## config.mk

```make
export PLATFORM = sky130hd
export DESIGN_NAME = encrypt_feed
export DESIGN_NICKNAME = d
export VERILOG_FILES = /design/src/rtl/encrypt_feed.sv
export SDC_FILE = /design/constraint.sdc
export NUM_CORES = 1
export LEC_CHECK = 0
export CAP_MARGIN = 25
export CORE_MARGIN = 2
export CORE_UTILIZATION = 40
export DETAILED_ROUTE_END_ITERATION = 12
export GPL_TIMING_DRIVEN = 1
export PLACE_DENSITY = 0.68
export REMOVE_ABC_BUFFERS = 1
export SLEW_MARGIN = 20
export SYNTH_ARGS = -nofsm -noshare
export SYNTH_HDL_FRONTEND = slang
export SYNTH_SLANG_ARGS = --single-unit
```

## constraint.sdc

```tcl
create_clock -name clk -period 2.9 [get_ports clk]
set_clock_uncertainty 0.1 [all_clocks]
set_input_delay 0.58 -clock clk [delete_from_list [all_inputs] [get_ports clk]]
set_output_delay 0.58 -clock clk [all_outputs]
set_load 0.01 [all_outputs]
```

## src/rtl/encrypt_feed.sv

```systemverilog
`timescale 1ns/1ps
`default_nettype none
// ============================================================================
// Module   : encrypt_feed
// Purpose  : Front-end sequencer for the LWE encryption accumulator. Picks a
//            random subset of the BIG_N public-key samples, then streams the
//            public-key matrix column by column (two samples per cycle) from
//            an external synchronous memory. Unselected samples are zeroed,
//            and the scaled plaintext is added to the first b-column word.
// Ports    : clk, rst_n (async, active-low)
//            start, plaintext            - request / message
//            pk_ren, pk_addr             - pair read port, 1-cycle latency
//            pk_rdata0, pk_rdata1        - samples 2*pair and 2*pair+1
//            op1, op2, row, en           - accumulator operand stream
//            done (1-cycle pulse), busy  - status
// Config   : ENCRYPT_FEED_SELECT_INPUT_EN - when defined, the selection mask
//            comes from input sel_mask_in (captured with start) and the
//            LFSR-driven SELECT phase is removed.
// Revision : 1.0 - initial release
// ============================================================================
module encrypt_feed #(
  parameter int          PLAINTEXT_WIDTH  = 6,
  parameter int          CIPHERTEXT_WIDTH = 10,
  parameter int          DIMENSION        = 10,
  parameter int          DIM_WIDTH        = 4,
  parameter int          BIG_N            = 30,
  parameter int          PK_ADDR_WIDTH    = 8,
  parameter logic [15:0] LFSR_SEED        = 16'hACE1
) (
  input  logic                        clk,
  input  logic                        rst_n,
  input  logic                        start,
  input  logic [PLAINTEXT_WIDTH-1:0]  plaintext,
`ifdef ENCRYPT_FEED_SELECT_INPUT_EN
  input  logic [BIG_N-1:0]            sel_mask_in,
`endif
  output logic                        pk_ren,
  output logic [PK_ADDR_WIDTH-1:0]    pk_addr,
  input  logic [CIPHERTEXT_WIDTH-1:0] pk_rdata0,
  input  logic [CIPHERTEXT_WIDTH-1:0] pk_rdata1,
  output logic [CIPHERTEXT_WIDTH-1:0] op1,
  output logic [CIPHERTEXT_WIDTH-1:0] op2,
  output logic [DIM_WIDTH-1:0]        row,
  output logic                        en,
  output logic                        done,
  output logic                        busy
);

  localparam int c_PAIRS     = BIG_N / 2;
  localparam int c_PAIR_W    = (c_PAIRS > 1) ? $clog2(c_PAIRS) : 1;
  localparam int c_MSG_SHIFT = CIPHERTEXT_WIDTH - PLAINTEXT_WIDTH;

  typedef enum logic [1:0] {
    S_IDLE   = 2'd0,
    S_SELECT = 2'd1,
    S_FETCH  = 2'd2,
    S_DRAIN  = 2'd3
  } state_t;

  state_t r_state, w_next;

  logic [BIG_N-1:0]            r_sel_mask;
  logic [PLAINTEXT_WIDTH-1:0]  r_plaintext;
  logic [c_PAIR_W-1:0]         r_pair;
  logic [DIM_WIDTH-1:0]        r_col;
  logic [PK_ADDR_WIDTH-1:0]    r_addr;
  // Read-side pipeline: tags travelling alongside the memory latency
  logic                        r_rd_v;
  logic                        r_rd_last;
  logic [c_PAIR_W-1:0]         r_rd_pair;
  logic [DIM_WIDTH-1:0]        r_rd_col;
  logic                        r_out_last;
  logic [CIPHERTEXT_WIDTH-1:0] r_op1, r_op2;
  logic [DIM_WIDTH-1:0]        r_row;
  logic                        r_en, r_done;

`ifndef ENCRYPT_FEED_SELECT_INPUT_EN
  localparam int c_K_W = $clog2(BIG_N);
  logic [15:0]     r_lfsr;
  logic [c_K_W-1:0] r_k;
  logic            w_fb;
  // Fibonacci taps x^16+x^14+x^13+x^11+1 for a right-shifting register
  assign w_fb = r_lfsr[0] ^ r_lfsr[2] ^ r_lfsr[3] ^ r_lfsr[5];
`endif

  logic                        w_last_pair, w_last_col, w_last_read;
  logic [c_PAIR_W:0]           w_idx0, w_idx1;
  logic                        w_inject;
  logic [CIPHERTEXT_WIDTH-1:0] w_msg, w_op1, w_op2;

  assign w_last_pair = (r_pair == c_PAIR_W'(c_PAIRS - 1));
  assign w_last_col  = (r_col == DIM_WIDTH'(DIMENSION));
  assign w_last_read = (r_state == S_FETCH) && w_last_pair && w_last_col;

  assign w_idx0   = {r_rd_pair, 1'b0};
  assign w_idx1   = {r_rd_pair, 1'b1};
  assign w_inject = (r_rd_col == DIM_WIDTH'(DIMENSION)) && (r_rd_pair == '0);
  assign w_msg    = CIPHERTEXT_WIDTH'(r_plaintext) << c_MSG_SHIFT;
  // Adding in CIPHERTEXT_WIDTH bits gives the modular wrap for free
  assign w_op1    = (r_sel_mask[w_idx0] ? pk_rdata0 : '0) + (w_inject ? w_msg : '0);
  assign w_op2    =  r_sel_mask[w_idx1] ? pk_rdata1 : '0;

  // Next-state logic
  always_comb begin
    w_next = r_state;
    case (r_state)
      S_IDLE: begin
        if (start) begin
`ifdef ENCRYPT_FEED_SELECT_INPUT_EN
          w_next = S_FETCH;
`else
          w_next = S_SELECT;
`endif
        end
      end
`ifndef ENCRYPT_FEED_SELECT_INPUT_EN
      S_SELECT: if (r_k == c_K_W'(BIG_N - 1)) w_next = S_FETCH;
`endif
      S_FETCH:  if (w_last_read) w_next = S_DRAIN;
      // Stay until the final word has left the output stage
      S_DRAIN:  if (r_out_last) w_next = S_IDLE;
      default:  w_next = S_IDLE;
    endcase
  end

  always_ff @(posedge clk or negedge rst_n) begin
    if (!rst_n) begin
      r_state     <= S_IDLE;
      r_sel_mask  <= '0;
      r_plaintext <= '0;
      r_pair      <= '0;
      r_col       <= '0;
      r_addr      <= '0;
      r_rd_v      <= 1'b0;
      r_rd_last   <= 1'b0;
      r_rd_pair   <= '0;
      r_rd_col    <= '0;
      r_out_last  <= 1'b0;
      r_op1       <= '0;
      r_op2       <= '0;
      r_row       <= '0;
      r_en        <= 1'b0;
      r_done      <= 1'b0;
`ifndef ENCRYPT_FEED_SELECT_INPUT_EN
      r_lfsr      <= LFSR_SEED;
      r_k         <= '0;
`endif
    end else begin
      r_state <= w_next;

      case (r_state)
        S_IDLE: begin
          if (start) begin
            r_plaintext <= plaintext;
            r_pair      <= '0;
            r_col       <= '0;
            r_addr      <= '0;
`ifdef ENCRYPT_FEED_SELECT_INPUT_EN
            r_sel_mask  <= sel_mask_in;
`else
            r_k         <= '0;
`endif
          end
        end
`ifndef ENCRYPT_FEED_SELECT_INPUT_EN
        S_SELECT: begin
          r_sel_mask[r_k] <= r_lfsr[0];
          r_lfsr          <= {w_fb, r_lfsr[15:1]};
          r_k             <= r_k + c_K_W'(1);
        end
`endif
        S_FETCH: begin
          // Pair index runs fastest, column slowest
          if (w_last_pair) begin
            r_pair <= '0;
            r_col  <= w_last_col ? '0 : r_col + DIM_WIDTH'(1);
          end else begin
            r_pair <= r_pair + c_PAIR_W'(1);
          end
          r_addr <= w_last_read ? '0 : r_addr + PK_ADDR_WIDTH'(1);
        end
        default: ;
      endcase

      r_rd_v     <= (r_state == S_FETCH);
      r_rd_last  <= w_last_read;
      r_rd_pair  <= r_pair;
      r_rd_col   <= r_col;
      r_out_last <= r_rd_v && r_rd_last;

      // Output stage: one cycle behind the read that produced the data
      r_en <= r_rd_v;
      if (r_rd_v) begin
        r_op1 <= w_op1;
        r_op2 <= w_op2;
        r_row <= r_rd_col;
      end else begin
        r_op1 <= '0;
        r_op2 <= '0;
        if (r_out_last) r_row <= '0;
      end
      r_done <= r_out_last;
    end
  end

  assign pk_ren  = (r_state == S_FETCH);
  assign pk_addr = r_addr;
  assign op1     = r_op1;
  assign op2     = r_op2;
  assign row     = r_row;
  assign en      = r_en;
  assign done    = r_done;
  assign busy    = (r_state != S_IDLE);

endmodule
`default_nettype wire

```

Word-level counts from Yosys, hierarchy flattened
Index checks and enable logic that the tools add are counted.

word-level totals
  word-level logic and storage cells = 88
  flip-flop bits (word level) = 112
  input port bits = 29

cells by class
  reductions and logical operators = 16
  mux-type cells = 30
  bitwise logic cells = 3
  equal/unequal tests = 12
  add/subtract/negate cells = 5
  magnitude comparators = 4

operator list
  cell                                                                          count
  10-bit 2-to-1 mux                                                             5
  30-bit bitwise mux                                                            1
  4-bit 2-to-1 mux                                                              6
  5-bit by 6-bit less-than comparator with 1-bit output, second input constant  3
  8-bit 2-to-1 mux                                                              2
  4-bit one-hot mux with 2 select lines                                         2
  8-bit one-hot mux with 2 select lines                                         1
  4-bit equality test, second input constant                                    3
  10-bit adder                                                                  1
  5-bit one-hot mux with 2 select lines                                         1
  4-bit by 1-bit adder with 4-bit output, second input constant                 2
  8-bit by 1-bit adder with 8-bit output, second input constant                 1
  1-bit binary-select mux with 4-bit select                                     2
  2-bit 2-to-1 mux                                                              4
  2-bit one-hot mux with 4 select lines                                         1
  2-bit nonzero test                                                            4
  2-bit != test, second input constant                                          3
  2-bit AND reduction                                                           3
  5-bit by 1-bit adder with 5-bit output, second input constant                 1
  1-bit demux with 5-bit select                                                 1
  5-bit equality test, second input constant                                    1
  5-bit by 1-bit >= comparator with 1-bit output, second input constant         1
  1-bit logical AND                                                             5
  5-bit 2-to-1 mux                                                              1
  9 further kinds                                                               15

Logic depth before layout (Yosys ltp)
Gate-level depths: netlist of the first run.

  depth after elaboration = 5
  gate-level depth with buffers = 14

Worst setup path before layout of the first run
Ideal clock, no wire load.

  kind = register -> register
  start point = register r_rd_pair[0]
  end point = register r_op1[9] (netlist: op1[9])
  cell stages (with the launch flop) = 14
  arrival time = 2.982 ns
  slack = -0.262 ns
  library setup time = 0.080 ns
  cells stage by stage = dfrtp_1 -> buf_6 -> mux4_1 -> and3b_1 -> a311o_1 -> buf_6 -> nand2_1 -> inv_1 -> ha_1 -> a211oi_1 -> o21ai_0 -> a22o_1 -> and4_2 -> nor3_2

between the ends
  word-level cells in the longest chain between the ends = 5

ends and longest elaborated chain
  what                                                                          RTL line  text
  start, declared                                                               70        logic [c_PAIR_W-1:0] r_rd_pair;
  start signal, assigned                                                        187       r_rd_pair <= r_pair;
  1-bit binary-select mux with 4-bit select or 4-bit zero test (tied branches)  100, 97
  1-bit 2-to-1 mux (implied by the code) or 1-bit logical AND (tied branches)   100, 97
  10-bit 2-to-1 mux                                                             100       assign w_op1 = (r_sel_mask[w_idx0] ? pk_rdata0 : '0) + (w_inject ? w_msg : '0);
  10-bit adder (*)                                                              100
  10-bit 2-to-1 mux (*)                                                         193       if (r_rd_v) begin
  end signal, assigned                                                          194       r_op1 <= w_op1;
  end, declared                                                                 73        logic [CIPHERTEXT_WIDTH-1:0] r_op1, r_op2;

Every way passes the cells marked *; elsewhere a longest branch is shown, timed or not. The select of a mux whose other input is x is not followed.
A chain may end at the register's enable or synchronous reset.

Worst setup path in the final report of the first run
Ends and elaborated chain as after synthesis.

==> Flow_metrics.wiki, run 1 <==
{| class="wikitable"
! Metric !! Value
|-
| Synthesis-to-finish area growth || 26.7%
|-
| Arithmetic-cell share of the synthesized area counting full adders, half adders and majority gates || 5.03%
|-
| Simple-gate share of the synthesized area || 13.6%
|-
| Deepest clock path buffer count || 2
|-
| Pwr/cell area || 473 nW/um^2
|-
| RSZ-0062 raised after global routing || true
|-
| Overall overflow remaining after global route || 0
|-
| Source-to-sink clock delay at the later pin of the worst-skew pair || 0.35 ns
|-
| Multiplexer area fraction after synthesis || 15.9%
|-
| Part of the cycle the worst path needs || 102%
|-
| Worst-Margin Slew || 0.683 ns
|-
| GRT Total Usage || 15.3%
|-
| VDD IR max || 432 uV
|-
| Die width || 117 um
|-
| Post-detailed-route count of antenna-violating nets || 0
|-
| Mean number of vias per cell || 5.08
|-
| Number of antenna repair diodes || 0
|-
| Result of the run || finished, violations left
|-
| Number of nets in the final layout || 556
|-
| Global-route track usage on met2 || 26.4%
|-
| CTS tree || done
|-
| Commonest cells after routing, fill and taps aside || 103 x sky130_fd_sc_hd__dfrtp_1, 63 x sky130_fd_sc_hd__clkdlybuf4s50_1, 54 x sky130_fd_sc_hd__mux2_2
|-
| Largest family of logic cells by synthesized area || multiplexers
|-
| Commonest non-fill, non-tap cell in the layout || sky130_fd_sc_hd__dfrtp_1
|-
| Category of the worst setup path capture point || flip-flop
|-
| Area of all placed cells without fillers || 6490 um^2
|-
| Largest fanout on the critical path || 6
|-
| Ratio of cells with drive above 1 in the final layout || 26.6%
|-
| Cell Count Post-Placement || 660
|-
| Worst Setup Start Kind || flip-flop
|-
| Post-Place Cell Area || 6040 um^2
|-
| TritonRoute pass-1 iters || 4
|-
| Clock period minus final worst setup slack || 2.96 ns
|-
| Number of pins with negative max-slew slack in the final report || 0
|-
| Syn Std Cell Area || 5120 um^2
|-
| Count of buffers inserted at the top-level ports || 64
|-
| Number of remaining DRC errors || 0
|-
| Maximum capacitance violations || 0
|-
| WL/cell || 15.0 um
|-
| Xor and xnor area share after synthesis || 2.05%
|-
| Most used flip-flop cell after synthesis || sky130_fd_sc_hd__dfrtp_1
|-
| # setup viols final || 2
|-
| Async set or reset register ratio after synthesis || 100%
|-
| Most used routing layer || met2
|-
| Area inside the core boundary || 12600 um^2
|-
| Number of synthesized flops with an enable pin || 0
|-
| Number of hold-slack violations in the final timing report || 0
|-
| Via total after detailed routing || 3473
|-
| Slew margin rel. || 54.5%
|-
| Failing checks || negative setup slack
|-
| Power Total || 3.07 mW
|-
| Critical path arrival || 3.13 ns
|-
| Register bit count reported by yosys || 112
|-
| Post-synth cell types || 47
|-
| Kind of path behind the tightest hold check || in2async
|-
| Total half-perimeter wirelength after legalization and detailed placement || 6910 um
|-
| Ports placed on the boundary || 65
|-
| Setup ws final || -0.0591 ns
|-
| Starting Density || 40.8%
|-
| TritonCTS buffer count || 9
|-
| Met3 track utilization from global routing || 4.02%
|-
| Share of the synthesized area in compound gates (AO/OA/AOI/OAI) || 5.84%
|-
| First-pass GRT wire length || 16400 um
|-
| Synth warnings || 0
|-
| Global routing usage on met1 || 18.9%
|-
| Static leakage || 3.01 nW
|-
| Initial antenna violation count || 0
|-
| Required time of the critical path || 3.07 ns
|-
| Number of instances in the synthesized netlist || 423
|-
| Iteration-0 DRC Markers || 200
|-
| Filler cell count || 1097
|-
| Total die area || 13700 um^2
|-
| Die height || 117 um
|-
| Final GP Congestion || 0.779
|-
| Total Negative Setup Slacks || -0.0802 ns
|-
| Mean instance size in the synthesized netlist || 12.1 um^2
|-
| Sequential share of the synthesized area || 54.9%
|-
| Non-filler cells, final || 684
|-
| Cell at the root of the clock tree || sky130_fd_sc_hd__clkbuf_16
|-
| Maximum clock frequency || 338 MHz
|-
| Dpl ws || -0.322 ns
|-
| Number of H-tree levels || 3
|-
| Vias in the first global route || 3475
|-
| Clock transition at path regs || 0.07 ns
|-
| Largest net degree at the start of global routing || 80
|-
| Type of the worst setup path || reg2reg
|-
| Sum of routed wire length over all layers || 10300 um
|-
| CTS sink cnt || 112
|-
| Number of rows created at floorplan || 41
|}
logic make-up (layout without fill, tap and decap cells):
family / Yosys count / count (layout)
AO/OA/AOI/OAI: 42 / 42
XOR/XNOR: 12 / 12
multiplexers: 64 / 64
buffers and inverters: 32 / 121
flip-flops: 112 / 112
adder cells (fa/ha/maj): 20 / 20
AND/OR/NAND/NOR: 141 / 141
state kept, by name (all words and copies together) (netlist names):
name,flops
op2,10
r_pair,4
r_out_last,1
en,1
r_lfsr,16
r_rd_col,4
r_rd_last,1
op1,10
r_col,4
r_sel_mask,30
pk_addr,8
r_rd_pair,4
row,4
done,1
r_rd_v,1
r_state,2
r_k,5
r_plaintext,6
cell usage after synthesis, types with 7 or more instances:
cell	number	area [um^2]
sky130_fd_sc_hd__a22o_1	8	70.1
sky130_fd_sc_hd__nor3_1	8	40.0
sky130_fd_sc_hd__mux2_2	54	608
sky130_fd_sc_hd__dfstp_2	8	210
sky130_fd_sc_hd__and3_1	13	81.3
sky130_fd_sc_hd__clkbuf_1	11	41.3
sky130_fd_sc_hd__nand2_1	28	105
sky130_fd_sc_hd__and2_1	9	56.3
sky130_fd_sc_hd__nor2_1	47	176
sky130_fd_sc_hd__inv_1	16	60.1
sky130_fd_sc_hd__nand4_1	7	43.8
sky130_fd_sc_hd__o21ai_0	14	70.1
sky130_fd_sc_hd__xor2_1	8	70.1
sky130_fd_sc_hd__dfrtp_1	104	2600
sky130_fd_sc_hd__nand3_1	11	55.1
sky130_fd_sc_hd__ha_1	19	238
worst paths after layout:
kind,startpoint,end,slack (ns),depth (start not counted)
min in group clk,r_out_last,done,0.32,0
max,r_rd_pair[0],op1[9],-0.06,11
min reg2reg,r_out_last,done,0.32,0
max reg2reg,r_rd_pair[0],op1[9],-0.06,11
min,rst_n,op2[5],0.08,1
max in group asynchronous,rst_n,r_lfsr[10],1.83,2
report_power, final:
| part | leakage, nW | internal (mW) | total [mW] | switching, mW |
|---|---|---|---|---|
| combinational | 1.35 | 0.0982 | 0.225 | 0.127 |
| sequential | 1.51 | 1.58 | 1.60 | 0.0205 |
| clock | 0.146 | 0.678 | 1.25 | 0.570 |
| total | 3.01 | 2.36 | 3.07 | 0.717 |
repair_timing:
item | CTS | global route
buffers inserted | 6 | 3
pin swaps | 11 | 13
resized for setup | 17 | 13
hold buffers | 0 | 0
endpoints found under the setup margin | 2 | 4
metal layers:
layer	routed length, um	share of wire, %	vias to the layer above
met5	0	0	-
met4	111	1.1	0
met3	456	4.4	9
met2	4940	48	76
met1	4750	46	1749
li1	-	-	1639
worst max-delay path: stages, from the launching register on:
cell                       delay [ns]
sky130_fd_sc_hd__dfrtp_2         0.42
sky130_fd_sc_hd__mux4_2          0.50
sky130_fd_sc_hd__and3b_1         0.19
sky130_fd_sc_hd__a311o_2         0.42
sky130_fd_sc_hd__nand2_2         0.10
sky130_fd_sc_hd__inv_2           0.05
sky130_fd_sc_hd__ha_4            0.25
sky130_fd_sc_hd__a211oi_4        0.24
sky130_fd_sc_hd__o21ai_2         0.10
sky130_fd_sc_hd__a22o_1          0.23
sky130_fd_sc_hd__and4_4          0.19
sky130_fd_sc_hd__nor3_2          0.09
layout make-up:
cell class	count	area [um^2]	area share (%)
multi-input cells	279	2260	34.8
inverters	16	62.6	0.964
clock inverters	7	77.6	1.20
clock buffers	9	225	3.47
flip-flops and latches	112	2810	43.4
well taps	172	215	3.32
repair buffers	89	838	12.9
per-stage QoR:
| step | utilization, % | hold slack (ns) |
|---|---|---|
| finish | 51.6 | 0.0752 |
| detailed placement | 48.1 | 0.313 |
| floorplan | - | 0.184 |
| global route | 51.6 | 0.109 |
| global placement | 48.1 | 0.299 |
| CTS | 51.0 | 0.0903 |
Note: power is estimated with default switching activity, not from simulation.
==> run 2: changes to the inputs <==
Settings changed: CORE_UTILIZATION 40 to 50, PLACE_DENSITY 0.68 to 0.81.
==> run 2 against run 1 <==
  * The run still ends with negative setup slack left
  * Cell count down 6.4%
  * Sequential share of layout area up 1.2 points
  * Flip-flop and latch count unchanged
  * Wire length up 2.0%
  * Critical path depth up 1
  * Count of clock-buffer cells in the layout unchanged
  * Power down 9.7%
  * Via count up 1.0%
  * Hold slack better by 0.010 ns
  * Die area down 19%
==> Flow_metrics.wiki, run 2 (synthesis gave the netlist of run 1 again) <==
{| class="wikitable"
! Metric !! Value
|-
| Register with the most flip-flops || r_sel_mask (unchanged)
|-
| Net switching power figure || 0.690 mW (was 0.717 mW)
|-
| Vias in the first global route || 3663 (was 3475)
|-
| Slowest cell delay on critical path || 0.51 ns (was 0.50 ns)
|-
| Final worst hold slack || 0.0854 ns (was 0.0752 ns)
|-
| # setup viols final || 3 (was 2)
|-
| Synthesis-to-finish area growth || 23.3% (was 26.7%)
|-
| Number of antenna repair diodes || 0 (unchanged)
|-
| Worst path most repeated cell || sky130_fd_sc_hd__inv_2
|-
| Slew margin rel. || 58.9% (was 54.5%)
|-
| Total half-perimeter wirelength after legalization and detailed placement || 7080 um (was 6910 um)
|-
| Required time of the critical path || 3.08 ns (was 3.07 ns)
|-
| TritonCTS buffer count || 9 (unchanged)
|-
| Die width || 105 um (was 117 um)
|-
| Maximum clock frequency || 328 MHz (was 338 MHz)
|-
| Cell at the root of the clock tree || sky130_fd_sc_hd__clkbuf_8 (was sky130_fd_sc_hd__clkbuf_16)
|-
| Result of the run || finished, violations left (unchanged)
|-
| WL/cell || 16.3 um (was 15.0 um)
|-
| Largest net degree at the start of global routing || 50 (was 80)
|-
| Number of remaining DRC errors || 0 (unchanged)
|-
| Post-Place Cell Area || 5980 um^2 (was 6040 um^2)
|-
| Crit. path cell count || 12 (was 11)
|-
| VDD IR max || 242 uV (was 432 uV)
|-
| Area inside the core boundary || 9860 um^2 (was 12600 um^2)
|-
| Commonest non-fill, non-tap cell in the layout || sky130_fd_sc_hd__dfrtp_1 (unchanged)
|-
| Cell Count Post-Placement || 619 (was 660)
|-
| Reg2reg path depth || 12 (was 11)
|-
| Ratio of cells with drive above 1 in the final layout || 26.2% (was 26.6%)
|-
| Proportion of power drawn by the clock network || 34.3% (was 40.6%)
|-
| Maximum capacitance violations || 0 (unchanged)
|-
| Part of the cycle the worst path needs || 105% (was 102%)
|-
| Static leakage || 2.94 nW (was 3.01 nW)
|-
| Area of all placed cells without fillers || 6320 um^2 (was 6490 um^2)
|-
| Largest fanout on the critical path || 7 (was 6)
|-
| RSZ-0062 raised after global routing || true (unchanged)
|-
| Critical path arrival || 3.22 ns (was 3.13 ns)
|-
| Sequential share of power || 57.7% (was 52.1%)
|-
| Worst Setup Start Kind || flip-flop (unchanged)
|-
| Pwr/cell area || 439 nW/um^2 (was 473 nW/um^2)
|-
| Non-filler cells, final || 640 (was 684)
|-
| Final GP Congestion || 0.774 (was 0.779)
|-
| Total of hold buffers inserted after clock tree synthesis || 0 (unchanged)
|-
| Commonest cells after routing, fill and taps aside || 103 x sky130_fd_sc_hd__dfrtp_1, 63 x sky130_fd_sc_hd__clkdlybuf4s50_1, 54 x sky130_fd_sc_hd__mux2_2 (unchanged)
|-
| Starting Density || 51.9% (was 40.8%)
|-
| Largest delay contributor family on the critical path || compound AO/OA/AOI/OAI gates (unchanged)
|-
| Number of pins with negative max-slew slack in the final report || 0 (unchanged)
|-
| Cell-by-cell listing of the critical path || mux4_2 -> a22o_1 -> a311o_2 -> and2_4 -> ha_4 -> inv_2 -> fa_2 -> inv_2 -> a21o_1 -> a21oi_2 -> xor2_1 -> nor2_1 (was mux4_2 -> and3b_1 -> a311o_2 -> nand2_2 -> inv_2 -> ha_4 -> a211oi_4 -> o21ai_2 -> a22o_1 -> and4_4 -> nor3_2)
|-
| Overall overflow remaining after global route || 0 (unchanged)
|-
| First-pass GRT wire length || 17600 um (was 16400 um)
|-
| Number of rows created at floorplan || 36 (was 41)
|-
| Count of buffers inserted at the top-level ports || 64 (unchanged)
|-
| Number of nets in the final layout || 551 (was 556)
|-
| Switching part of the total power || 24.9% (was 23.3%)
|-
| Largest registers ranked by flip-flop count || r_sel_mask: 30 flops, r_lfsr: 16 flops (unchanged)
|-
| Total die area || 11100 um^2 (was 13700 um^2)
|-
| Ports placed on the boundary || 65 (unchanged)
|-
| Deepest clock path buffer count || 2 (unchanged)
|-
| Iteration-0 DRC Markers || 214 (was 200)
|-
| CTS tree || done (unchanged)
|-
| Sum of routed wire length over all layers || 10500 um (was 10300 um)
|-
| CTS sink cnt || 112 (unchanged)
|-
| Failing checks || negative setup slack (unchanged)
|-
| Part of the power in combinational logic || 8.0% (was 7.3%)
|-
| Initial antenna violation count || 0 (unchanged)
|-
| Post-detailed-route count of antenna-violating nets || 0 (unchanged)
|-
| Number of H-tree levels || 3 (unchanged)
|-
| Mean number of vias per cell || 5.48 (was 5.08)
|-
| Kind of path behind the tightest hold check || in2async (unchanged)
|-
| Type of the worst setup path || reg2reg (unchanged)
|-
| Die height || 105 um (was 117 um)
|-
| Number of flip-flops in the largest register || 30 (unchanged)
|-
| Cell internal power dissipation || 2.08 mW (was 2.36 mW)
|-
| Clock period minus final worst setup slack || 3.05 ns (was 2.96 ns)
|-
| Master of the slowest instance on the critical path || sky130_fd_sc_hd__mux4_2 (unchanged)
|-
| TritonRoute pass-1 iters || 5 (was 4)
|-
| Category of the worst setup path capture point || flip-flop (unchanged)
|-
| Number of hold-slack violations in the final timing report || 0 (unchanged)
|-
| Worst-Margin Slew || 0.617 ns (was 0.683 ns)
|-
| Clock transition at path regs || 0.10 ns (was 0.07 ns)
|-
| Via total after detailed routing || 3509 (was 3473)
|-
| Buf/Inv on CP || 2 (was 1)
|-
| GRT Total Usage || 19.9% (was 15.3%)
|-
| Setup ws final || -0.145 ns (was -0.0591 ns)
|-
| Source-to-sink clock delay at the later pin of the worst-skew pair || 0.39 ns (was 0.35 ns)
|}
-- run 2: changes by cell type in the layout (fill, tap and decap cells not counted), moves of 2 or more --
cell,change
sky130_fd_sc_hd__buf_4,-7
sky130_fd_sc_hd__buf_6,+2
sky130_fd_sc_hd__clkbuf_16,-9
sky130_fd_sc_hd__clkbuf_8,+9
sky130_fd_sc_hd__clkinv_4,-2
-- run 2: path summary, 6_finish.rpt --
path	startpoint	endpoint	slack, ns
worst max-delay path	r_rd_pair[0]	op1[8]	-0.15
worst min-delay path	rst_n	op2[6]	0.09
worst max register to register	r_rd_pair[0]	op1[8]	-0.15
max in group asynchronous	rst_n	r_plaintext[2]	1.95
min in group clk	r_pair[3]	r_rd_pair[3]	0.35
worst min register to register	r_pair[3]	r_rd_pair[3]	0.35
-- run 2: per-stage QoR --
step	setup WS (ns)	TNS (ns)	utilization (%)	power, mW
detailed placement	-0.345	-0.562	60.6	1.85
global placement	-0.233	-0.353	60.6	1.84
floorplan	-0.353	-0.563	-	1.74
finish	-0.145	-0.291	64.0	2.77
global route	-0.290	-0.692	64.0	2.89
CTS	-0.120	-0.226	63.5	2.80
-- run 2: power groups by stage --
| stage | clock, mW | combinational, mW | sequential [mW] |
|---|---|---|---|
| 2_1_floorplan | 0 | 0.111 | 1.63 |
| 3_3_place_gp | 0 | 0.217 | 1.63 |
| 3_5_place_dp | 0 | 0.223 | 1.63 |
| 4_1_cts | 0.973 | 0.225 | 1.60 |
| 5_1_grt | 1.03 | 0.248 | 1.60 |
| 6_report | 0.951 | 0.223 | 1.60 |
-- run 2: timing repair --
action | CTS | global route
endpoints found under the setup margin | 2 | 4
gates cloned | 0 | 0
buffers inserted | 1 | 5
pin swaps | 13 | 18
gates resized for setup | 24 | 9
-- run 2: layer usage --
metal | vias to the layer above | track usage, % | wire length [um]
met3 | 25 | 4.14 | 496
met2 | 110 | 32.6 | 5220
met4 | 0 | 8.95 | 275
li1 | 1639 | - | -
met5 | - | 0 | 0
met1 | 1735 | 25.4 | 4470
-- run 2: final cells by class --
class,count,area (um^2)
Clock buffer,9,124
Timing Repair Buffer,84,808
Multi-Input combinational cell,279,2270
Sequential cell,112,2810
Tap cell,133,166
Clock inverter,7,76.3
Fill cell,717,3550
Inverter,16,60.1
==> run 3: changes to the inputs <==
Settings changed: SLEW_MARGIN 20 to 0.
==> results of run 3 <==
The final DEF is identical to that of run 2; final timing and power are the same.
